===== src/rtl/pc_branch_redirect_pkg.sv =====
// ----------------------------------------------------------------------------
// pc_stage_pkg
//  Shared definitions for the PC / branch-redirect stage.
//  - state_t            : FSM encoding (RUN = normal fetch, FLUSH = squashing)
//  - PC_STEP            : sequential fetch increment
//  - FLUSH_CNT_W        : width of the flush cycle counter (covers 1..7)
//  - JUMP_FLUSH_CYCLES  : flush length after a jump (IF/ID only)
// ----------------------------------------------------------------------------
package pc_stage_pkg;

    typedef enum logic {
        RUN   = 1'b0,
        FLUSH = 1'b1
    } state_t;

    localparam logic [31:0] PC_STEP           = 32'd4;
    localparam int          FLUSH_CNT_W       = 3;
    localparam int          JUMP_FLUSH_CYCLES = 1;

endpackage


===== src/rtl/pc_branch_redirect_if.sv =====
// ----------------------------------------------------------------------------
// pc_branch_redirect_if
//  Bundles the control/datapath signals between the pipeline and the PC stage.
//  master : pipeline side (hazard unit, branch resolution, fetch consumer)
//  slave  : the PC stage itself
//  Signals:
//   stall_i, branch_i, branch_base_i, branch_offset_i   -> into the PC stage
//   pc_o, pc_plus4_o, flush_o, redirect_o                <- from the PC stage
//  Optional (macro PC_JUMP_EN): jump_i, jump_index_i     -> into the PC stage
// ----------------------------------------------------------------------------
interface pc_branch_redirect_if;

    logic        stall_i;
    logic        branch_i;
    logic [31:0] branch_base_i;
    logic [31:0] branch_offset_i;
`ifdef PC_JUMP_EN
    logic        jump_i;
    logic [25:0] jump_index_i;
`endif
    logic [31:0] pc_o;
    logic [31:0] pc_plus4_o;
    logic        flush_o;
    logic        redirect_o;

    modport master (
        output stall_i, branch_i, branch_base_i, branch_offset_i,
`ifdef PC_JUMP_EN
        output jump_i, jump_index_i,
`endif
        input  pc_o, pc_plus4_o, flush_o, redirect_o
    );

    modport slave (
        input  stall_i, branch_i, branch_base_i, branch_offset_i,
`ifdef PC_JUMP_EN
        input  jump_i, jump_index_i,
`endif
        output pc_o, pc_plus4_o, flush_o, redirect_o
    );

endinterface


===== src/rtl/pc_branch_redirect_target_adder.sv =====
// ----------------------------------------------------------------------------
// pc_target_adder
//  Combinational branch target: base + word-aligned offset, modulo 2^32.
//  Ports:
//   base    in  32  PC+4 of the branch instruction
//   offset  in  32  shifted immediate; low two bits are cleared before the add
//   target  out 32  branch target (carry out discarded)
// ----------------------------------------------------------------------------
module pc_target_adder (
    input  logic [31:0] base,
    input  logic [31:0] offset,
    output logic [31:0] target
);

    // Low bits are masked so a malformed offset can never produce an
    // unaligned fetch address.
    assign target = base + (offset & ~32'd3);

endmodule


===== src/rtl/pc_branch_redirect.sv =====
// ----------------------------------------------------------------------------
// pc_branch_redirect
//  Program-counter stage: holds the fetch PC, steps it by 4, redirects it on a
//  taken branch and drives a timed flush of the younger pipeline registers.
//  Parameters:
//   RESET_PC      PC loaded on reset
//   FLUSH_CYCLES  cycles flush_o stays high after a branch redirect (1..7)
//  Ports:
//   clk_i   in  rising-edge clock
//   rst_i   in  asynchronous reset, active-low
//   bus     slave side of pc_branch_redirect_if (see interface header)
//  Optional feature macro PC_JUMP_EN: J-type jump redirect with 1-cycle flush.
// ----------------------------------------------------------------------------
module pc_branch_redirect
    import pc_stage_pkg::*;
#(
    parameter logic [31:0] RESET_PC     = 32'h0000_0000,
    parameter int          FLUSH_CYCLES = 2
) (
    input  logic                  clk_i,
    input  logic                  rst_i,
    pc_branch_redirect_if.slave   bus
);

    state_t                 state_q, state_n;
    logic [FLUSH_CNT_W-1:0] cnt_q, cnt_n;
    logic [31:0]            pc_q, pc_n;
    logic                   flush_q, flush_n;
    logic                   redirect_q, redirect_n;
    logic [31:0]            target;
    logic [31:0]            pc_seq;

    pc_target_adder u_target_adder (
        .base   (bus.branch_base_i),
        .offset (bus.branch_offset_i),
        .target (target)
    );

    assign pc_seq = pc_q + PC_STEP;

    always_comb begin
        state_n    = state_q;
        cnt_n      = cnt_q;
        pc_n       = pc_q;
        flush_n    = flush_q;
        redirect_n = 1'b0;

        unique case (state_q)
            RUN: begin
                // Branch is checked first: it wins over a same-cycle stall
                // (and over a jump, since the branch is the older instruction).
                if (bus.branch_i) begin
                    pc_n       = target;
                    state_n    = FLUSH;
                    cnt_n      = FLUSH_CNT_W'(FLUSH_CYCLES);
                    redirect_n = 1'b1;
                    flush_n    = 1'b1;
                end
`ifdef PC_JUMP_EN
                else if (bus.jump_i) begin
                    pc_n       = {pc_q[31:28], bus.jump_index_i, 2'b00};
                    state_n    = FLUSH;
                    cnt_n      = FLUSH_CNT_W'(JUMP_FLUSH_CYCLES);
                    redirect_n = 1'b1;
                    flush_n    = 1'b1;
                end
`endif
                else if (bus.stall_i) begin
                    flush_n = 1'b0;
                end else begin
                    pc_n    = pc_seq;
                    flush_n = 1'b0;
                end
            end
            FLUSH: begin
                // Requests seen here belong to squashed instructions.
                pc_n  = pc_seq;
                cnt_n = cnt_q - 1'b1;
                if (cnt_q == FLUSH_CNT_W'(1)) begin
                    flush_n = 1'b0;
                    state_n = RUN;
                end
            end
            default: begin
                state_n = RUN;
            end
        endcase
    end

    always_ff @(posedge clk_i or negedge rst_i) begin
        if (!rst_i) begin
            state_q    <= RUN;
            cnt_q      <= '0;
            pc_q       <= RESET_PC;
            flush_q    <= 1'b0;
            redirect_q <= 1'b0;
        end else begin
            state_q    <= state_n;
            cnt_q      <= cnt_n;
            pc_q       <= pc_n;
            flush_q    <= flush_n;
            redirect_q <= redirect_n;
        end
    end

    assign bus.pc_o       = pc_q;
    assign bus.pc_plus4_o = pc_seq;
    assign bus.flush_o    = flush_q;
    assign bus.redirect_o = redirect_q;

endmodule


===== src/flat_wrapper.sv =====
// flat-port wrapper written by rule: the top's interface ports become plain ports
module pc_branch_redirect_flat import pc_stage_pkg::*;
#(
    parameter logic [31:0] RESET_PC     = 32'h0000_0000,
    parameter int          FLUSH_CYCLES = 2
)
  (clk_i, rst_i, bus_stall_i, bus_branch_i, bus_branch_base_i, bus_branch_offset_i, bus_pc_o, bus_pc_plus4_o, bus_flush_o, bus_redirect_o);
  pc_branch_redirect_if bus_i ();
  input  logic clk_i;
  input  logic rst_i;
  input wire logic [$bits(bus_i.stall_i)-1:0] bus_stall_i;
  input wire logic [$bits(bus_i.branch_i)-1:0] bus_branch_i;
  input wire logic [$bits(bus_i.branch_base_i)-1:0] bus_branch_base_i;
  input wire logic [$bits(bus_i.branch_offset_i)-1:0] bus_branch_offset_i;
  output wire logic [$bits(bus_i.pc_o)-1:0] bus_pc_o;
  output wire logic [$bits(bus_i.pc_plus4_o)-1:0] bus_pc_plus4_o;
  output wire logic [$bits(bus_i.flush_o)-1:0] bus_flush_o;
  output wire logic [$bits(bus_i.redirect_o)-1:0] bus_redirect_o;
  assign bus_i.stall_i = bus_stall_i;
  assign bus_i.branch_i = bus_branch_i;
  assign bus_i.branch_base_i = bus_branch_base_i;
  assign bus_i.branch_offset_i = bus_branch_offset_i;
  assign bus_pc_o = bus_i.pc_o;
  assign bus_pc_plus4_o = bus_i.pc_plus4_o;
  assign bus_flush_o = bus_i.flush_o;
  assign bus_redirect_o = bus_i.redirect_o;
  pc_branch_redirect #(.RESET_PC(RESET_PC), .FLUSH_CYCLES(FLUSH_CYCLES)) u_core (.clk_i(clk_i), .rst_i(rst_i), .bus(bus_i));
endmodule

===== config.mk =====
export PLATFORM = sky130hd
export DESIGN_NAME = pc_branch_redirect_flat
export DESIGN_NICKNAME = d
export VERILOG_FILES = /design/src/rtl/pc_branch_redirect_pkg.sv /design/src/rtl/pc_branch_redirect_if.sv /design/src/rtl/pc_branch_redirect_target_adder.sv /design/src/rtl/pc_branch_redirect.sv /design/src/flat_wrapper.sv
export SDC_FILE = /design/constraint.sdc
export NUM_CORES = 1
export LEC_CHECK = 0
export ABC_AREA = 1
export BUFFER_PORTS_ARGS = -buffer_cell sky130_fd_sc_hd__buf_2
export CAP_MARGIN = 20
export CELL_PAD_IN_SITES_DETAIL_PLACEMENT = 0
export CELL_PAD_IN_SITES_GLOBAL_PLACEMENT = 1
export CORE_ASPECT_RATIO = 1.2
export CORE_UTILIZATION = 39
export CTS_CLUSTER_SIZE = 30
export DETAILED_ROUTE_END_ITERATION = 7
export GPL_ROUTABILITY_DRIVEN = 0
export PLACE_DENSITY = 0.86
export SLEW_MARGIN = 10
export SYNTH_ARGS = -nofsm -noshare
export SYNTH_HDL_FRONTEND = slang
export SYNTH_SLANG_ARGS = --single-unit

===== constraint.sdc =====
create_clock -name clk_i -period 3.01 [get_ports clk_i]
set_clock_uncertainty 0.2 [all_clocks]
set_input_delay 0.602 -clock clk_i [delete_from_list [all_inputs] [get_ports clk_i]]
set_output_delay 0.602 -clock clk_i [all_outputs]
set_load 0.005 [all_outputs]

==> impl_metrics.env <==
export IMPL_ys_flop_type="dfrtp_1"
export IMPL_num_rows=43
export IMPL_multi_input_area_um2=3220
export IMPL_drtPass1Iterations=5
export IMPL_async_flop_share_pct=100
export IMPL_core_area_um2=11600
export IMPL_syn_avg_cell_area_um2=5.80
export IMPL_syn_num_nets=910
export IMPL_cts_sinks=38
export IMPL_clockBufferDepth=2
export IMPL_period_share_pct=93.0
export IMPL_nets=1042
export IMPL_antenna_found_initial=0
export IMPL_cpPeakStageDelay_ns=0.48
export IMPL_fp_dieArea_um2=12500
export IMPL_drv_cap=0
export IMPL_grt_pass1_vias=4927
export IMPL_path_cells="ha_4 > inv_1 > nor3_4 > nand3_1 > nor2_1 > nand2_1 > nand2_1 > nand2_1 > buf_2"
export IMPL_timing_rr_start="u_core.bus.pc_o[9]"
export IMPL_grt_usage_pct=24.5
export IMPL_register_area_um2=951
export IMPL_gr_total_overflow=0
export IMPL_holdBufCountCts=0
export IMPL_final_antenna_net_count=0
export IMPL_cp_max_fo=6
export IMPL_dp_final_hpwl_um=12000
export IMPL_synth_seq_area_share_pct=20.3
export IMPL_routed_via_density=4.90
export IMPL_num_antenna_cells=0
export IMPL_finalWirelength_um=14800
export IMPL_grt_setup_unrepaired="false"
export IMPL_final_area_um2=5720
export IMPL_syn2layout_area_growth_pct=21.9
export IMPL_crit_type="flip-flop to output port"
export IMPL_initial_core_util_pct=40.4
export IMPL_fin_tns_setup_ns=0
export IMPL_root_buffer="clkbuf_16"
export IMPL_place_area_um2=5540
export IMPL_startpoint_type="flip-flop"
export IMPL_portBuffers=131
export IMPL_h_tree_depth=2
export IMPL_cp_slowest_cell="dfrtp_1"
export IMPL_grt_pass1_wl_um=23600
export IMPL_cts_tree="done"
export IMPL_layout_drive_gt1_share_pct=18.0
export IMPL_end_kind="output port"
export IMPL_p_per_area_nw_per_um2=688
export IMPL_synth_seq_cells=38
export IMPL_synth_edf_count=0
export IMPL_clk_pin_slew_ns=0.06
export IMPL_yosys_warnings=0
export IMPL_grt_start_max_net_pins=46
export IMPL_cp_required_ns=2.21
export IMPL_leakage_nw=3.24
export IMPL_synth_area_um2=4690
export IMPL_fmax_ghz=0.357
export IMPL_drc=0
export IMPL_fin_crit_ns=2.80
export IMPL_wl_per_cell_um=13.4
export IMPL_die_h_um=122
export IMPL_synth_cells=809
export IMPL_vias=5385
export IMPL_slew_violations=0
export IMPL_num_fill_cells=1342
export IMPL_critPathMostFrequentCell="nand2_1"
export IMPL_ir_drop_v=0.000353
export IMPL_hold_viol_final=0
export IMPL_tightest_slew_ns=0.896
export IMPL_cts_made_buffers=5
export IMPL_rr_worst_depth=11
export IMPL_dr_first_iter_drc_count=203
export IMPL_status="completed"
export IMPL_setup_violations=0
export IMPL_synthDistinctLibCells=41
export IMPL_critical_path_startpoint="u_core.bus.pc_o[3]"
export IMPL_insertion_delay_ns=0.29
export IMPL_die_w_um=102
export IMPL_relSlewSlack_pct=40.3
export IMPL_crit_arrival_ns=2.00
export IMPL_min_path_type="input port to asynchronous set/reset pin"
export IMPL_ioPinCount=134
-- timing repair --
item                                   CTS  global route
setup buffers                            0             1
endpoints found under the hold margin    0             0
gates resized for setup                  0             2
setup endpoints to repair                0             5
-- kinds of logic after synthesis --
| family | after synthesis | share of synthesized area, % |
|---|---|---|
| XOR/XNOR | 19 | 3.71 |
| AND/OR/NAND/NOR | 496 | 45.7 |
| AO/OA/AOI/OAI | 81 | 9.78 |
| adder cells (fa/ha/maj) | 33 | 8.96 |
| buffers and inverters | 142 | 11.6 |
| flip-flops | 38 | 20.3 |
-- critical path, delay by kind of cell (launching register included) --
| kind | cells | cell delay [ns] |
|---|---|---|
| DFF | 1 | 0.48 |
| adders and majority gates | 1 | 0.22 |
| and+or+nand+nor | 6 | 0.81 |
| buffers and inverters | 2 | 0.20 |
-- stage by stage --
step           power (W)  util, %  std cells  setup WS [ns]  hold WS [ns]
6_report         0.00394     49.2       1099          0.210         0.237
3_5_place_dp     0.00331     47.7       1090          0.280         0.278
3_3_place_gp     0.00329     47.7       1090          0.294         0.271
5_1_grt          0.00432     49.2       1099         0.0594         0.311
4_1_cts          0.00393     49.1       1098         0.0195         0.260
2_1_floorplan    0.00241        -        809          0.683         0.106
-- cell usage after synthesis, types with 4 or more instances --
cell type,count,area [µm²]
xor2_1,16,140
nand3b_1,5,37.5
nand3_1,72,360
nand4_1,12,75.1
o21ai_0,18,90.1
a31oi_1,4,25.0
nor3_1,14,70.1
nor2_1,68,255
o211ai_1,6,45.0
o21bai_1,6,45.0
or2_2,8,50.1
nand2_1,298,1120
clkbuf_1,9,33.8
a21oi_1,36,180
dfrtp_1,38,951
ha_1,32,400
inv_1,128,480
-- layout by cell type, fill, tap and decap left out, types with 2 or more instances in the layout --
master     synthesis  layout
nand2_2            3       3
xor2_1            16      16
xnor2_1            2       2
and2_1             2       2
nand3_1           72      72
o21ai_0           18      18
buf_4              2       7
nand4_1           12      12
nor3_1            14      14
o211ai_1           6       6
nor3_2             2       2
a22oi_1            2       2
a31oi_1            4       4
nor3_4             2       2
nor2_1            68      67
or2_2              8       8
nand2_1          298     298
o21ai_1            3       3
o21bai_1           6       6
ha_1              32      31
nand3b_1           5       5
clkbuf_1           9       2
buf_2              2     131
clkbuf_16          0       5
dfrtp_1           38      38
nor2_2             2       2
a21oi_1           36      36
inv_1            128     128
nor2_4             2       3
o21a_1             3       3
-- cell type report --
cell class / count / area share (%)
sequential: 38 / 16.6
clock inverter: 1 / 0.525
inverter: 129 / 8.46
timing repair buffer: 138 / 12.4
multi-input combinational: 629 / 56.3
tap: 157 / 3.43
clock buffer: 7 / 2.32
-- power by group --
| part | leakage (nW) | switching (W) | internal [W] |
|---|---|---|---|
| Combinational | 2.72 | 0.00128 | 0.000926 |
| Sequential | 0.446 | 0.000365 | 0.000772 |
| Clock | 0.0781 | 0.000205 | 0.000392 |
| Total | 3.24 | 0.00185 | 0.00209 |
-- routing by layer --
metal / GRT usage [%] / part of all wire [%]
met5: 0 / 0
met4: 8.66 / 2.5
met3: 2.01 / 4.7
met2: 44.3 / 50
met1: 29.9 / 43
-- state kept, by name, summed over array words and instances (netlist names) --
| signal | flops |
|---|---|
| u_core.bus.redirect_o | 1 |
| u_core.bus.pc_o | 32 |
| u_core.state_q | 1 |
| u_core.cnt_q | 3 |
| u_core.bus.flush_o | 1 |
-- worst paths after layout --
| kind | endpoint | slack (ns) |
|---|---|---|
| hold / removal | u_core.bus.pc_o[2] | 0.24 |
| max in group asynchronous | u_core.state_q | 1.80 |
| min in group clk_i | u_core.bus.flush_o | 0.29 |
| hold reg to reg | u_core.bus.flush_o | 0.29 |
| setup reg to reg | u_core.bus.pc_o[29] | 0.88 |
| setup / recovery | bus_pc_plus4_o[22] | 0.21 |
Power figures use the tool's default switching activity.
